[src/rtl/ss_result_stat.sv]
// Outcome statistics for the ss2bit comparator: windowed saturating counters, error flag, done pulse.
// Define SS_STREAK_EN to add max_streak, the longest run of consecutive A=B samples in the window.
module ss_result_stat #(
    parameter int unsigned CW    = 8,
    parameter int unsigned NSAMP = 16
) (
    input  logic          clk,
    input  logic          rst_n,
    input  logic          start,
    input  logic          stop,
    input  logic          in_valid,
    input  logic          lon,
    input  logic          bang,
    input  logic          be,
    output logic [CW-1:0] cnt_lon,
    output logic [CW-1:0] cnt_bang,
    output logic [CW-1:0] cnt_be,
    output logic [CW-1:0] cnt_samp,
    output logic [1:0]    last_code,
    output logic          err,
    output logic          busy,
    output logic          done
`ifdef SS_STREAK_EN
    ,
    output logic [CW-1:0] max_streak
`endif
);

    typedef enum logic [1:0] {StIdle, StRun, StDone} state_e;

    localparam logic [CW-1:0] CntMax  = '1;
    localparam logic [CW-1:0] LastIdx = CW'(NSAMP - 1);

    state_e        state_q, state_d;
    logic [CW-1:0] lon_q, lon_d, bang_q, bang_d, be_q, be_d, samp_q, samp_d;
    logic [1:0]    code_q, code_d;
    logic          err_q, err_d;
    logic [1:0]    nhigh;
    logic          accept;
`ifdef SS_STREAK_EN
    logic [CW-1:0] cur_q, cur_d, best_q, best_d;
`endif

    function automatic logic [CW-1:0] sat_inc(logic [CW-1:0] v);
        return (v == CntMax) ? v : v + 1'b1;
    endfunction

    assign nhigh  = {1'b0, lon} + {1'b0, bang} + {1'b0, be};
    // All-zero samples mean the comparator is disabled; they are not accepted.
    assign accept = in_valid && (nhigh != 2'd0);

    always_comb begin
        state_d = state_q;
        lon_d   = lon_q;
        bang_d  = bang_q;
        be_d    = be_q;
        samp_d  = samp_q;
        code_d  = code_q;
        err_d   = err_q;
`ifdef SS_STREAK_EN
        cur_d   = cur_q;
        best_d  = best_q;
`endif
        unique case (state_q)
            StIdle: begin
                if (start) begin
                    state_d = StRun;
                    lon_d   = '0;
                    bang_d  = '0;
                    be_d    = '0;
                    samp_d  = '0;
                    code_d  = 2'b00;
                    err_d   = 1'b0;
`ifdef SS_STREAK_EN
                    cur_d   = '0;
                    best_d  = '0;
`endif
                end
            end
            StRun: begin
                if (accept) begin
                    samp_d = samp_q + 1'b1;
                    if (nhigh == 2'd1) begin
                        if (lon) begin
                            lon_d  = sat_inc(lon_q);
                            code_d = 2'b01;
                        end else if (bang) begin
                            bang_d = sat_inc(bang_q);
                            code_d = 2'b10;
                        end else begin
                            be_d   = sat_inc(be_q);
                            code_d = 2'b11;
                        end
                    end else begin
                        err_d = 1'b1;
                    end
`ifdef SS_STREAK_EN
                    if (nhigh == 2'd1 && bang) begin
                        cur_d = sat_inc(cur_q);
                        if (cur_d > best_q) best_d = cur_d;
                    end else begin
                        cur_d = '0;
                    end
`endif
                end
                if (stop || (accept && samp_q == LastIdx)) state_d = StDone;
            end
            StDone: state_d = StIdle;
            default: state_d = StIdle;
        endcase
    end

    always_ff @(posedge clk or negedge rst_n) begin
        if (!rst_n) begin
            state_q <= StIdle;
            lon_q   <= '0;
            bang_q  <= '0;
            be_q    <= '0;
            samp_q  <= '0;
            code_q  <= 2'b00;
            err_q   <= 1'b0;
`ifdef SS_STREAK_EN
            cur_q   <= '0;
            best_q  <= '0;
`endif
        end else begin
            state_q <= state_d;
            lon_q   <= lon_d;
            bang_q  <= bang_d;
            be_q    <= be_d;
            samp_q  <= samp_d;
            code_q  <= code_d;
            err_q   <= err_d;
`ifdef SS_STREAK_EN
            cur_q   <= cur_d;
            best_q  <= best_d;
`endif
        end
    end

    assign cnt_lon   = lon_q;
    assign cnt_bang  = bang_q;
    assign cnt_be    = be_q;
    assign cnt_samp  = samp_q;
    assign last_code = code_q;
    assign err       = err_q;
    assign busy      = (state_q == StRun);
    assign done      = (state_q == StDone);
`ifdef SS_STREAK_EN
    assign max_streak = best_q;
`endif

endmodule

[config.mk]
export PLATFORM = sky130hd
export DESIGN_NAME = ss_result_stat
export DESIGN_NICKNAME = d
export VERILOG_FILES = /design/src/rtl/ss_result_stat.sv
export SDC_FILE = /design/constraint.sdc
export NUM_CORES = 1
export LEC_CHECK = 0
export CORE_ASPECT_RATIO = 1.75
export CORE_MARGIN = 1
export CORE_UTILIZATION = 53
export CTS_CLUSTER_SIZE = 10
export DETAILED_ROUTE_END_ITERATION = 8
export GPL_ROUTABILITY_DRIVEN = 0
export HOLD_SLACK_MARGIN = 0.1
export PLACE_DENSITY = 0.89
export RECOVER_POWER = 25
export SETUP_SLACK_MARGIN = 0.15
export SLEW_MARGIN = 10
export SYNTH_ARGS = -nofsm -noshare
export SYNTH_HDL_FRONTEND = slang
export SYNTH_SLANG_ARGS = --single-unit
export TNS_END_PERCENT = 5
[constraint.sdc]
create_clock -name clk -period 2.9 [get_ports clk]
set_input_delay 0.87 -clock clk [delete_from_list [all_inputs] [get_ports clk]]
set_output_delay 0.87 -clock clk [all_outputs]
set_load 0.005 [all_outputs]
==> results of run 1 <==
-- worst reg2reg max path, stage by stage (launching register included) --
cell and delay (ns):
dfrtp_1 0.58, nand2b_1 0.27, inv_1 0.12, buf_4 0.29, nand2_1 0.25, nor4b_1 0.34
a221o_1 0.17
-- final timing paths --
path / start / to / depth (start not counted)
hold / removal: last_code[1] / last_code[1] / 1
setup / recovery: lon / cnt_lon[2] / 7
hold reg to reg: last_code[1] / last_code[1] / 1
setup reg to reg: state_q[1] / cnt_lon[2] / 6
max in group asynchronous: rst_n / cnt_lon[7] / 2
min in group asynchronous: rst_n / cnt_samp[4] / 2
-- synthesized netlist by cell type (5+ instances only) --
library cell / n
dfrtp_1: 37
nand2_1: 23
nand3_1: 17
a21oi_1: 16
o21ai_0: 14
inv_1: 10
nor2_1: 10
a31oi_1: 7
nor3_1: 7
o31ai_1: 6
nand4_1: 5
o22a_1: 5
-- state kept, by name (all words and copies together) (netlist names) --
name	cells
cnt_samp	8
cnt_bang	8
state_q	2
cnt_be	8
cnt_lon	8
err	1
last_code	2
-- per-layer routing --
metal,vias to the layer above,wire length [um]
met5,-,0
met1,1004,2090
li1,969,-
met3,6,259
met2,74,2830
met4,0,62
-- power breakdown --
group          internal (mW)  total (mW)  switching, mW
combinational          0.353       0.691          0.338
sequential             0.605       0.742          0.137
clock                  0.342       0.533          0.191
-- area by class of cell --
type / instances / area (um2) / share of cell area, %
well taps: 46 / 57.6 / 2.05
clock buffers: 5 / 68.8 / 2.45
repair buffers: 62 / 573 / 20.4
clock inverters: 3 / 65.1 / 2.31
multi-input cells: 169 / 1080 / 38.5
inverters: 10 / 37.5 / 1.34
flip-flops and latches: 37 / 926 / 32.9
-- cell families (layout without fill, tap and decap cells) --
family / Yosys count / count (layout) / share of synthesized area, %
mux: 1 / 1 / 0.488
xor+xnor: 1 / 1 / 0.427
buf+inv: 17 / 80 / 3.53
simple gates: 92 / 92 / 24.1
flops: 37 / 37 / 45.1
compound gates: 70 / 70 / 22.9
fa+ha+maj: 5 / 5 / 3.41
-- stage by stage --
stage          utilization [%]  cells
6_report                  76.7    332
5_1_grt                   76.7    332
4_1_cts                   75.9    331
3_5_place_dp              72.1    323
3_3_place_gp              72.1    323
2_1_floorplan                -    223
-- what timing repair did --
action,CTS,global route
pin swaps,0,0
endpoints found under the setup margin,9,19
gates resized for setup,1,4
buffers inserted,0,1
hold buffers,0,0
==> results.md, run 1 <==
- Status: complete, no violations
- Number of setup violations in the final report: 0
- Total Routing Usage GR: roughly 27%
- Initial core utilization: 56.0%
- Fin area: 2810 um2
- Post-synth EDFFs: 0
- First-pass GRT wire length: slightly below 9000 um
- Met2 Resource Use GR: between 40% and 50%
- M1 GR Usage: 30.3%
- Tcrit/Tclk final: 94.6%
- Core area: 3660 um2
- Mapped Cells: 223
- Asr flop ratio synth: 100%
- Full die area: 4140 um2
- Post-Syn Area: ~2100 um2
- Buf/Inv on CP: 2
- Grt ovf: 0
- Slew headroom: between 30% and 40%
- Vias per cell: 6.18
- Pre-Repair DR Iteration Count: 4
- DR vias: 2053
- Number of diodes: 0
- Clk_lat worst skew: slightly below 0.3 ns
- Routed wire length: 5240 um
- Cell Area, Placed: 2640 um2
- Clock-pin slew on the worst setup and hold paths: 0.08 ns
- Worst-case hold slack: 0.491 ns
- Final setup margin: 0.156 ns
- Antenna viol nets, final: 0
- TNS Setup: 0 ns
- Fin crit period: 2.74 ns
- CP startpoint kind: input pin
- Vias in the first global route: approximately 2000
- Worst EP required: 3.08 ns
- Count of cell types in the netlist: 52
- Pwr Density: 699 nW/um2
- FILL cells: 258
- Layout cells sized above 1: 12.2%
- Most frequent cells in the layout: clkdlybuf4s50_1 (43), dfrtp_1 (37), nand2_1 (23)
- Final Hold Violating Endpoints: 0
- Max H-tree Level: 2
- Fmax: 0.364 GHz
- I/O pin count: 45
- Synth area leader: dfrtp_1
- Worst-path fanout max: 4
- Core Rows: 29
- CP Class: in2reg
- Largest net degree at the start of global routing: 38
- Clock Skew: roughly 0.0095 ns
- Yosys top cell area share: 45.1%
- # DRC: 0
- Mean Syn Cell Area: 9.21 um2
- DR iter-0 viols: 62
- Slew Limit Fails: 0
- Die Y: 84.3 um
- Port Buffers: 44
- Initial antenna violation count: 0
- Final Power: 1.97 mW
- Max Cap Viol: 0
- Leakage power: 1.18 nW
- Warnings, synthesis: 0
- Root Buffer: clkbuf_8
- Die Span X: ~50 um
- Slew @ Worst Pin: 0.909 ns
- Critical path data arrival time: between 2 and 3 ns
- Area growth, synth to finish: 36.9%
- Post-DR wirelength/cell: 15.8 um
- Setup WS pre-CTS: -0.258 ns
- Slowest Stage Delay on Critical Path: 0.52 ns
- Reg2reg setup slack: 0.83 ns
- Worst vdd ir: 0.000528 V
- Top Family by Delay on Critical Path: compound AO/OA/AOI/OAI gates
- Slowest-stage cell, CP: fa_1
- Largest cells by area after synthesis: dfrtp_1 (45%), nand2_1 (4.2%), nand3_1 (4.1%), a21oi_1 (3.9%), o21ai_0 (3.4%)
- GR peak layer: met2
- Syn_nets: 236
- Final #Nets: 298
- Met3 Use GR: 5.25%
- CTS Buf Count: 5
- RSZ-0062 raised after global routing: yes
- Hold WC Path Type: reg2reg
- DP HPWL: 3680 um
- Clock buffer depth: 2
- Most common cell after layout, fill and taps aside: clkdlybuf4s50_1
- CP cell instances: clkdlybuf4s50_1 > inv_1 > fa_1 > and4b_1 > o21bai_2 > a21o_1 > a221o_1
- Worst setup EP type: flip-flop
- Yosys reg bits: 37
- Clock sink count: 37
- Register area share after synthesis: 45.1%
- TritonCTS clock tree: done
- Post-synth top flop: dfrtp_1
Power figures use the tool's default switching activity.
==> run 2, diff against run 1 <==
--- a/config.mk
+++ b/config.mk
@@ -11,7 +11,6 @@
 export CTS_CLUSTER_SIZE = 10
 export DETAILED_ROUTE_END_ITERATION = 8
 export GPL_ROUTABILITY_DRIVEN = 0
-export HOLD_SLACK_MARGIN = 0.1
 export PLACE_DENSITY = 0.89
 export RECOVER_POWER = 25
 export SETUP_SLACK_MARGIN = 0.15
==> results of run 2 <==
Same layout as run 1: the final DEF is identical, and so are final timing and power.
